File: src/rtl/mdu_sequencer.sv
// mdu_sequencer
//   Sequences the M-extension execute unit. An M-type op presented by the
//   execute stage is latched and handed to either the iterative multiplier or
//   the iterative divider. The pipeline is stalled while the unit works. The
//   unit's result is then returned as one registered value with a one-cycle
//   valid strobe.
//
// Optional feature (compile-time macro MDU_DIVZERO_BYPASS_EN):
//   - A divide or remainder by zero bypasses the divider. The architectural
//     result is produced one cycle after acceptance.
//   - A busy watchdog forces completion with a result of 0 after
//     TIMEOUT_CYCLES busy cycles.
//
// Parameters
//   TIMEOUT_CYCLES  busy cycles before a forced abort (watchdog build only)
//
// Ports
//   clk, rst                 clock, synchronous active-high reset
//   valid_e, alu_op_e        execute-stage valid and operation code
//   src_a_e, src_b_e         rs1 / rs2 operands
//   flush                    kill the in-flight execute instruction
//   stall_o                  hold fetch/decode/execute
//   result_o, result_valid_o registered M-op result and its one-cycle strobe
//   mul_start, mul_opcode    multiplier start pulse and op select
//   div_start, div_opcode    divider start pulse and op select
//   op_a, op_b               latched operands shared by both units
//   mul_done, mul_result     multiplier completion strobe and result
//   div_done, div_result     divider completion strobe and result
module mdu_sequencer #(
    parameter int TIMEOUT_CYCLES = 64
) (
    input  logic        clk,
    input  logic        rst,
    input  logic        valid_e,
    input  logic [4:0]  alu_op_e,
    input  logic [31:0] src_a_e,
    input  logic [31:0] src_b_e,
    input  logic        flush,
    output logic        stall_o,
    output logic [31:0] result_o,
    output logic        result_valid_o,
    output logic        mul_start,
    output logic [1:0]  mul_opcode,
    output logic        div_start,
    output logic [1:0]  div_opcode,
    output logic [31:0] op_a,
    output logic [31:0] op_b,
    input  logic        mul_done,
    input  logic [31:0] mul_result,
    input  logic        div_done,
    input  logic [31:0] div_result
);

    localparam logic [4:0] OP_MUL    = 5'b01011;
    localparam logic [4:0] OP_MULH   = 5'b01100;
    localparam logic [4:0] OP_MULHSU = 5'b01101;
    localparam logic [4:0] OP_MULHU  = 5'b01110;
    localparam logic [4:0] OP_DIV    = 5'b01111;
    localparam logic [4:0] OP_DIVU   = 5'b10000;
    localparam logic [4:0] OP_REM    = 5'b10001;
    localparam logic [4:0] OP_REMU   = 5'b10010;

    typedef enum logic [2:0] {
        IDLE     = 3'd0,
        MUL_BUSY = 3'd1,
        DIV_BUSY = 3'd2,
        DONE     = 3'd3,
        DRAIN    = 3'd4
    } state_t;

    state_t      state;
    logic        busy_div;      // which unit owns the current/draining op
    logic        is_mul_op;
    logic        is_div_op;
    logic        is_m_op;
    logic        accept;
    logic [1:0]  op_sel;
    logic        unit_done;
    logic [31:0] unit_result;
    logic        div_zero;
    logic [31:0] zero_result;
    logic        timeout;

    assign is_mul_op = (alu_op_e >= OP_MUL) && (alu_op_e <= OP_MULHU);
    assign is_div_op = (alu_op_e >= OP_DIV) && (alu_op_e <= OP_REMU);
    assign is_m_op   = is_mul_op || is_div_op;
    assign accept    = (state == IDLE) && valid_e && is_m_op && !flush;

    // Both units order their sub-ops the same way, so one decode feeds both.
    always_comb begin
        op_sel = 2'b00;
        case (alu_op_e)
            OP_MUL,    OP_DIV:  op_sel = 2'b00;
            OP_MULH,   OP_DIVU: op_sel = 2'b01;
            OP_MULHSU, OP_REM:  op_sel = 2'b10;
            OP_MULHU,  OP_REMU: op_sel = 2'b11;
            default:            op_sel = 2'b00;
        endcase
    end

    // Only the unit that was started may complete the op; a stray strobe
    // from the other unit is ignored.
    assign unit_done   = busy_div ? div_done   : mul_done;
    assign unit_result = busy_div ? div_result : mul_result;

    // Stall is combinational so the acceptance cycle already holds the
    // pipeline. In DRAIN, only a new M op waiting behind the flushed one stalls.
    assign stall_o = !rst && (accept ||
                              (state == MUL_BUSY) || (state == DIV_BUSY) ||
                              ((state == DRAIN) && valid_e && is_m_op));

`ifdef MDU_DIVZERO_BYPASS_EN
    localparam int WD_W = $clog2(TIMEOUT_CYCLES + 1);

    logic [WD_W-1:0] wd_cnt;

    assign div_zero    = is_div_op && (src_b_e == 32'd0);
    // Architectural divide-by-zero results: quotient all ones, remainder = rs1.
    assign zero_result = ((alu_op_e == OP_DIV) || (alu_op_e == OP_DIVU)) ? 32'hFFFF_FFFF : src_a_e;

    // Counts busy (and drain) cycles. It reads 0 in the first busy cycle, so
    // it reaches TIMEOUT_CYCLES-1 in the TIMEOUT_CYCLES-th busy cycle.
    always_ff @(posedge clk) begin
        if (rst || (state == IDLE) || (state == DONE)) begin
            wd_cnt <= '0;
        end else begin
            wd_cnt <= wd_cnt + 1'b1;
        end
    end

    assign timeout = (wd_cnt == WD_W'(TIMEOUT_CYCLES - 1));
`else
    assign div_zero    = 1'b0;
    assign zero_result = 32'd0;
    // No watchdog in this build. The expression is constant 0 for any usable
    // TIMEOUT_CYCLES.
    assign timeout     = (TIMEOUT_CYCLES == 0);
`endif

    always_ff @(posedge clk) begin
        if (rst) begin
            state          <= IDLE;
            busy_div       <= 1'b0;
            result_o       <= 32'd0;
            result_valid_o <= 1'b0;
            mul_start      <= 1'b0;
            div_start      <= 1'b0;
            mul_opcode     <= 2'b00;
            div_opcode     <= 2'b00;
            op_a           <= 32'd0;
            op_b           <= 32'd0;
        end else begin
            // Start and valid are single-cycle pulses by default.
            mul_start      <= 1'b0;
            div_start      <= 1'b0;
            result_valid_o <= 1'b0;

            case (state)
                IDLE: begin
                    if (accept) begin
                        op_a     <= src_a_e;
                        op_b     <= src_b_e;
                        busy_div <= is_div_op;
                        if (is_div_op) begin
                            div_opcode <= op_sel;
                        end else begin
                            mul_opcode <= op_sel;
                        end

                        if (div_zero) begin
                            result_o       <= zero_result;
                            result_valid_o <= 1'b1;
                            state          <= DONE;
                        end else if (is_div_op) begin
                            div_start <= 1'b1;
                            state     <= DIV_BUSY;
                        end else begin
                            mul_start <= 1'b1;
                            state     <= MUL_BUSY;
                        end
                    end
                end

                MUL_BUSY, DIV_BUSY: begin
                    if (unit_done) begin
                        // A flush coinciding with completion kills the result.
                        if (flush) begin
                            state <= IDLE;
                        end else begin
                            result_o       <= unit_result;
                            result_valid_o <= 1'b1;
                            state          <= DONE;
                        end
                    end else if (flush) begin
                        // The unit cannot be aborted; wait for it in DRAIN.
                        state <= DRAIN;
                    end else if (timeout) begin
                        result_o       <= 32'd0;
                        result_valid_o <= 1'b1;
                        state          <= DONE;
                    end
                end

                DRAIN: begin
                    if (unit_done || timeout) begin
                        state <= IDLE;
                    end
                end

                // The held instruction is not re-sampled here, so it is not reissued.
                DONE: state <= IDLE;

                default: state <= IDLE;
            endcase
        end
    end

endmodule

File: config.mk
export PLATFORM = sky130hd
export DESIGN_NAME = mdu_sequencer
export DESIGN_NICKNAME = d
export VERILOG_FILES = /design/src/rtl/mdu_sequencer.sv
export SDC_FILE = /design/constraint.sdc
export NUM_CORES = 1
export LEC_CHECK = 0
export CAP_MARGIN = 15
export CORE_UTILIZATION = 30
export DETAILED_ROUTE_END_ITERATION = 12
export GPL_TIMING_DRIVEN = 0
export PLACE_DENSITY = 0.65
export RECOVER_POWER = 100
export SLEW_MARGIN = 25
export SYNTH_ARGS = -nofsm -noshare
export SYNTH_HDL_FRONTEND = slang
export SYNTH_SLANG_ARGS = --single-unit
File: constraint.sdc
create_clock -name clk -period 2.1 [get_ports clk]
set_input_delay 0.315 -clock clk [delete_from_list [all_inputs] [get_ports clk]]
set_output_delay 0.315 -clock clk [all_outputs]
set_load 0.01 [all_outputs]
==> metrics.cfg, run 1 <==
[synthesis]
synthAdderAreaFrac_pct = 0.8847
yosys.area_share.simple_pct = 19.32
yosysWarnings = 0
synth-seq-area-share_pct = 50.49
synth_compound_area_share_pct = 16.28
syn_inst = 503
synth_xor_area_share_pct = 0.2064
synth_seq_cells = 107
syn-num-nets = 645
syn-cell-area_um2 = 4243
yosysUniqueCellTypes = 37
muxShareOfSynthArea_pct = 8.611
synth.avg_cell_area_um2 = 8.435
synth_top_family_by_area = simple AND/OR/NAND/NOR gates

[cts]
cts_tree = built
htreeDepth = 3
insertion_delay_ns = 0.34
clk_pin_slew_worst_paths_ns = 0.07
numCtsBuffers = 9
root_buffer = clkbuf_16
cts.sinks = 107
clock_path_buffers = 2

[worst_setup_path]
reg2reg_to = state[0]$_SDFFE_PP0P_
path_cells = dlygate4sd2_1 -> ha_1 -> a21o_1 -> o221ai_4 -> nand2_2 -> a31oi_2 -> nor2_1 -> buf_2
arrival_ns = 1.72
r2r_setup_slack_ns = 0.24
crit_buf_inv = 2
cp.required_ns = 1.78
end_kind = output port
worstPathMaxFanout = 4
critical-path-top-delay-family = compound AO/OA/AOI/OAI gates
r2r-start = busy_div$_SDFFE_PP0P_
r2r_cells = 6
worstSetupPathType = in2out
critPathMaxStageDelay_ns = 0.28
start_kind = input pin
cpMaxStageDelayCell = dlygate4sd2_1

[die]
start_util_pct = 30.69
ios = 243
rows = 43
dieArea_um2 = 14620
coreArea_um2 = 13830
die_w_um = 120.9
die-height_um = 120.9

[route]
drtPass1Iterations = 4
drtAntennaViolNets = 0
drt-initial-drc-count = 152
drc_errors = 0
via_per_inst = 4.621
wirelength_mm = 13.32
vias = 4371
wl_per_cell_um = 14.08

[global_routing]
grtUsageTotal_pct = 18.03
antenna_found_initial = 1
grt_pass1_vias = 4334
grt-ovfl-total = 0
grt_pass1_wl_mm = 20.84
grt_max_degree = 18
use_met2_pct = 32.04
met1_usage_pct = 20.79
grtUsageMet3_pct = 4.229
grt_busiest_layer = met2

[timing]
slew_viol_final = 0
setup_violations = 0
min_period_over_period_pct = 97.12
hold_viol = 0
period_needed_ns = 2.040
tightest_slew_ns = 0.7055
holdWs_ns = 0.4505
skew_ns = 0.005580
slew_headroom_pct = 52.97
final.setup.tns_ns = 0
clock.fmax_mhz = 490.3

[place]
io_buffers = 242
gp_congestion = 0.8707
place.detailed.hpwl_mm = 10.22
placed_cell_area_um2 = 6890

[power]
power_density_nw_per_um2 = 657.2
leakage_nw = 2.825
power.total_mw = 4.801
peakVddDrop_uv = 333.2

[cells_and_area]
final_nets = 902
multi_input_area_um2 = 1969
synthToLayoutAreaGrowth_pct = 72.16
drive_gt1_share_pct = 6.928
fillerInstances = 1300
seqCellArea_um2 = 2142
final_area_um2 = 7305

[flow_run]
maxCapViolations = 0

[worst_hold_path]
hold_class = reg2reg
hold_path_depth = 2
hp-start = op_a[7]$_SDFFE_PP0P_
min_to = op_a[7]$_SDFFE_PP0P_

[run_status]
status = completed

## Yosys cell counts, drive strengths merged
cell | number | area [µm²]
nand2 | 132 | 495.5
dfxtp | 107 | 2142
a21oi | 67 | 335.3
nor2 | 47 | 176.4
mux2i | 35 | 350.3
a211oi | 33 | 247.7
clkbuf | 20 | 75.07
buf | 18 | 92.59
nor3 | 6 | 30.03
nand2b | 4 | 25.02
ha | 3 | 37.54
inv | 3 | 11.26
o21ai | 3 | 15.01
a21o | 2 | 15.01
a31oi | 2 | 12.51
nand3 | 2 | 10.01
nor2b | 2 | 12.51
a2111oi | 1 | 10.01
a22o | 1 | 8.760
a22oi | 1 | 12.51
and3b | 1 | 8.760
and4b | 1 | 10.01
mux2 | 1 | 15.01
nand4 | 1 | 6.260
nor3b | 1 | 12.51
nor4b | 1 | 8.760
o221ai | 1 | 8.760
o311ai | 1 | 8.760
o31ai | 1 | 7.510
o41ai | 1 | 8.760
or2 | 1 | 6.260
or4 | 1 | 7.510
or4b | 1 | 10.01
xnor2 | 1 | 8.760
## worst max-delay path by stage
stage	start	to	slack, ns	depth (start not counted)
final	alu_op_e[0]	stall_o	0.06	8
after detailed placement	rst	stall_o	-1.05	6
after floorplan	alu_op_e[0]	state[0]$_SDFFE_PP0P_	0.37	6
after global routing	alu_op_e[0]	stall_o	-0.002	8
after global placement	rst	stall_o	-1.0	6
after CTS	alu_op_e[2]	op_b[29]$_SDFFE_PP0P_	0.006	9
## flip-flops by register name (all words and copies together) (netlist names)
name / flops
result_valid_o: 1
div_start: 1
op_b: 32
busy_div: 1
result_o: 32
state: 3
mul_opcode: 2
op_a: 32
mul_start: 1
div_opcode: 2
## where the power goes
| group | internal [mW] | switching, mW | leakage [nW] |
|---|---|---|---|
| clock network | 0.926 | 0.754 | 0.135 |
| registers | 2.13 | 0.0488 | 0.865 |
| logic | 0.524 | 0.419 | 1.82 |
## area by class of cell
cell class	count	share of cell area, %
timing repair buffer	246	33.45
sequential	107	29.33
multi-input combinational	355	26.96
clock buffer	10	3.135
tap	180	3.083
buffer	38	2.946
clock inverter	6	0.9078
inverter	3	0.1542
antenna	1	0.03426
## metrics by stage
stage | setup slack, ns | utilization (%) | instances
3_3_place_gp | -0.9981 | 49.83 | 925
2_1_floorplan | 0.3730 | - | 503
4_1_cts | 0.005760 | 52.44 | 945
5_1_grt | -0.001686 | 52.83 | 946
3_5_place_dp | -1.048 | 49.83 | 925
6_report | 0.06042 | 52.83 | 946
## worst reg2reg max path: cells and delay by family (launching register included)
kind                   cells  cell delay, ns
AOI/OAI and AO/OA          2            0.35
buffers and inverters      1            0.14
DFF                        1            0.33
muxes                      1            0.34
and+or+nand+nor            2            0.62
## kinds of logic after synthesis
kind of cell    after synthesis
compound gates              114
xor+xnor                      1
fa+ha+maj                     3
buf+inv                      41
flops                       107
mux                          36
simple gates                201
## placed cells by master, fill, tap and decap left out, drive strengths merged, types with 2 or more instances in the layout
cell           count
clkinv             2
dfxtp            107
inv                3
dlygate4sd3      102
o21ai              3
a21oi             67
nand2            132
nor3               6
nand3              2
a31oi              2
clkbuf            37
clkdlybuf4s50    136
clkinvlp           3
buf               17
nand2b             4
a21o               2
nor2b              2
a211oi            33
ha                 3
nor2              47
mux2i             35
## repair_timing
action                     in CTS  in global routing
pin swaps                       3                  3
hold buffers                    0                  0
setup endpoints to repair      66                 62
resized for setup              18                 23
buffers inserted                4                  0
## per-layer routing
metal / vias to the layer above / wire length (µm)
met4: 0 / 246
met1: 1972 / 5602
met5: - / 0
met2: 160 / 6529
met3: 16 / 941
li1: 2223 / -
Note: power is estimated with default switching activity, not from simulation.
==> run 2: changes to the inputs <==
--- a/config.mk
+++ b/config.mk
@@ -6,10 +6,12 @@
 export NUM_CORES = 1
 export LEC_CHECK = 0
 export CAP_MARGIN = 15
+export CORE_ASPECT_RATIO = 2
 export CORE_UTILIZATION = 30
 export DETAILED_ROUTE_END_ITERATION = 12
+export DONT_BUFFER_PORTS = 1
 export GPL_TIMING_DRIVEN = 0
-export PLACE_DENSITY = 0.65
+export PLACE_DENSITY = 0.43
 export RECOVER_POWER = 100
 export SLEW_MARGIN = 25
 export SYNTH_ARGS = -nofsm -noshare
==> metrics.cfg, run 2 (synthesis gave the netlist of run 1 again) <==
[route]
vias = 3488  ; -20%
wl_per_cell_um = 16.75  ; +19%
drtPass1Iterations = 4  ; unchanged
drtAntennaViolNets = 0  ; unchanged
wirelength_mm = 11.86  ; -11%
drc_errors = 0  ; unchanged
drt-initial-drc-count = 85  ; -44%
via_per_inst = 4.927  ; +6.6%

[die]
coreArea_um2 = 13810  ; about the same
die_w_um = 86.09  ; -29%
ios = 243  ; unchanged
die-height_um = 170.2  ; +41%
rows = 61  ; +42%
start_util_pct = 30.71  ; about the same
dieArea_um2 = 14650  ; +0.19%

[cells_and_area]
synthToLayoutAreaGrowth_pct = 12.71
layout_common_cells = nand2_1, dfxtp_1, a21oi_1, nor2_1, mux2i_1
n_antenna_cell = 0  ; -1
layout_commonest_cell = nand2_1
drive_gt1_share_pct = 7.129  ; +0.20 points
reg.largest.list = op_a x32, op_b x32, result_o x32
fin_util_pct = 34.62  ; -18 points
final_nets = 656  ; -27%

[timing]
tightest_slew_ns = 0.7282  ; +0.02274 ns
rsz0062_at_grt = no
slew_headroom_pct = 51.45  ; -1.5 points
period_needed_ns = 1.920  ; -0.1193 ns
finalWorstSetupSlack_ns = 0.1797  ; +0.1193 ns
slew_viol_final = 0  ; unchanged
hold_viol = 0  ; unchanged
skew_ns = 0.008721  ; +0.003141 ns
setup_violations = 0  ; unchanged
min_period_over_period_pct = 91.44  ; -5.7 points
clock.fmax_mhz = 520.8  ; +6.2%

[cts]
cts_tree = built
insertion_delay_ns = 0.34  ; about the same
clock_path_buffers = 2  ; unchanged
cts.sinks = 107  ; unchanged
htreeDepth = 3  ; unchanged
clk_pin_slew_worst_paths_ns = 0.08  ; about the same
post_cts_buffers = 0  ; -4
root_buffer = clkbuf_16
numCtsBuffers = 9  ; unchanged

[power]
comb_power_share_pct = 10.3  ; -9.3 points
pwr-share-clk_pct = 38.5  ; +3.5 points
p_sw_share_pct = 27.33  ; +1.9 points
p_sw_mw = 1.199  ; -1.9%
power.total_mw = 4.386  ; -8.6%
leakage_nw = 1.522  ; -46%
power_frac_seq_pct = 51.2  ; +5.8 points
p_int_mw = 3.187  ; -11%
power_density_nw_per_um2 = 917.2  ; +40%
peakVddDrop_uv = 374.2  ; +12%

[worst_setup_path]
startpoint = state[0]$_SDFFE_PP0P_
cp.required_ns = 2.37  ; +0.59 ns
end_kind = flop
worstSetupPathType = reg2reg
start_kind = flop
worstPathMaxFanout = 10  ; +6
arrival_ns = 2.19  ; +0.47 ns
r2r-start = state[0]$_SDFFE_PP0P_

[global_routing]
grt_pass1_wl_mm = 17.81  ; -15%
grt_pass1_vias = 3412  ; -21%
grt-ovfl-total = 0  ; unchanged
grt_max_degree = 19  ; +1
grtUsageTotal_pct = 15.89  ; -2.1 points
antenna_found_initial = 0  ; -1

[flow_run]
maxCapViolations = 0  ; unchanged

[place]
place.detailed.hpwl_mm = 9.246  ; -9.5%
io_buffers = 0  ; -100%
place_ws_ns = -0.09658  ; +0.9512 ns
gp_congestion = 0.7495  ; -14%

[worst_hold_path]
hold_class = in2reg
hp-start = src_b_e[8]

[run_status]
status = completed

==> run 2: power by group through the flow <==
stage / Clock (mW) / Combinational [mW] / Sequential (mW)
2_1_floorplan: 0 / 0.358 / 2.27
3_3_place_gp: 0 / 0.447 / 2.30
3_5_place_dp: 0 / 0.458 / 2.30
4_1_cts: 1.75 / 0.458 / 2.25
5_1_grt: 1.85 / 0.511 / 2.26
6_report: 1.69 / 0.452 / 2.24
==> run 2: stage by stage <==
| stage | instance area, µm² | setup TNS [ns] | std cells | hold WS [ns] |
|---|---|---|---|---|
| finish | 4782 | 0 | 708 | 0.09431 |
| CTS | 4778 | 0 | 708 | 0.08178 |
| global route | 4782 | 0 | 708 | 0.08118 |
| detailed placement | 4479 | -0.09658 | 692 | 0.4580 |
| floorplan | 4243 | 0 | 503 | 0.4510 |
| global placement | 4479 | -0.05220 | 692 | 0.4540 |
==> run 2: what timing repair did <==
item | in CTS | in global routing
hold buffers | 0 | 0
endpoints found under the setup margin | 1 | 40
gates resized for setup | 1 | 1
==> run 2: worst max-delay path: stages, from the launching register on <==
cell and delay (ns):
dfxtp_1 0.30, buf_2 0.16, nor2_1 0.17, nand3_1 0.21, a21oi_2 0.24, buf_2 0.30
clkbuf_2 0.27, nand2_1 0.09, a21oi_1 0.11
==> run 2: routing by layer <==
layer  vias up  wire (µm)  track usage, %
li1       1726          -               -
met1      1581       4129           15.20
met2       166       6471           30.19
met3        15        994           5.383
met4         0        262           6.377
met5         -          0               0
==> run 2: final cells by class <==
type / count / area (µm²)
Clock inverter: 5 / 45.04
Multi-Input combinational cell: 355 / 1926
Fill cell: 1484 / 9032
Inverter: 3 / 11.26
Tap cell: 189 / 236.5
Sequential cell: 107 / 2142
Clock buffer: 11 / 252.7
Buffer: 38 / 168.9
==> run 2: path summary, 6_finish.rpt <==
path | to | slack (ns) | cells after the start
hold / removal | op_b[8]$_SDFFE_PP0P_ | 0.09 | 2
setup reg to reg | op_a[8]$_SDFFE_PP0P_ | 0.18 | 8
setup / recovery | op_a[8]$_SDFFE_PP0P_ | 0.18 | 8
hold reg to reg | op_a[0]$_SDFFE_PP0P_ | 0.50 | 2
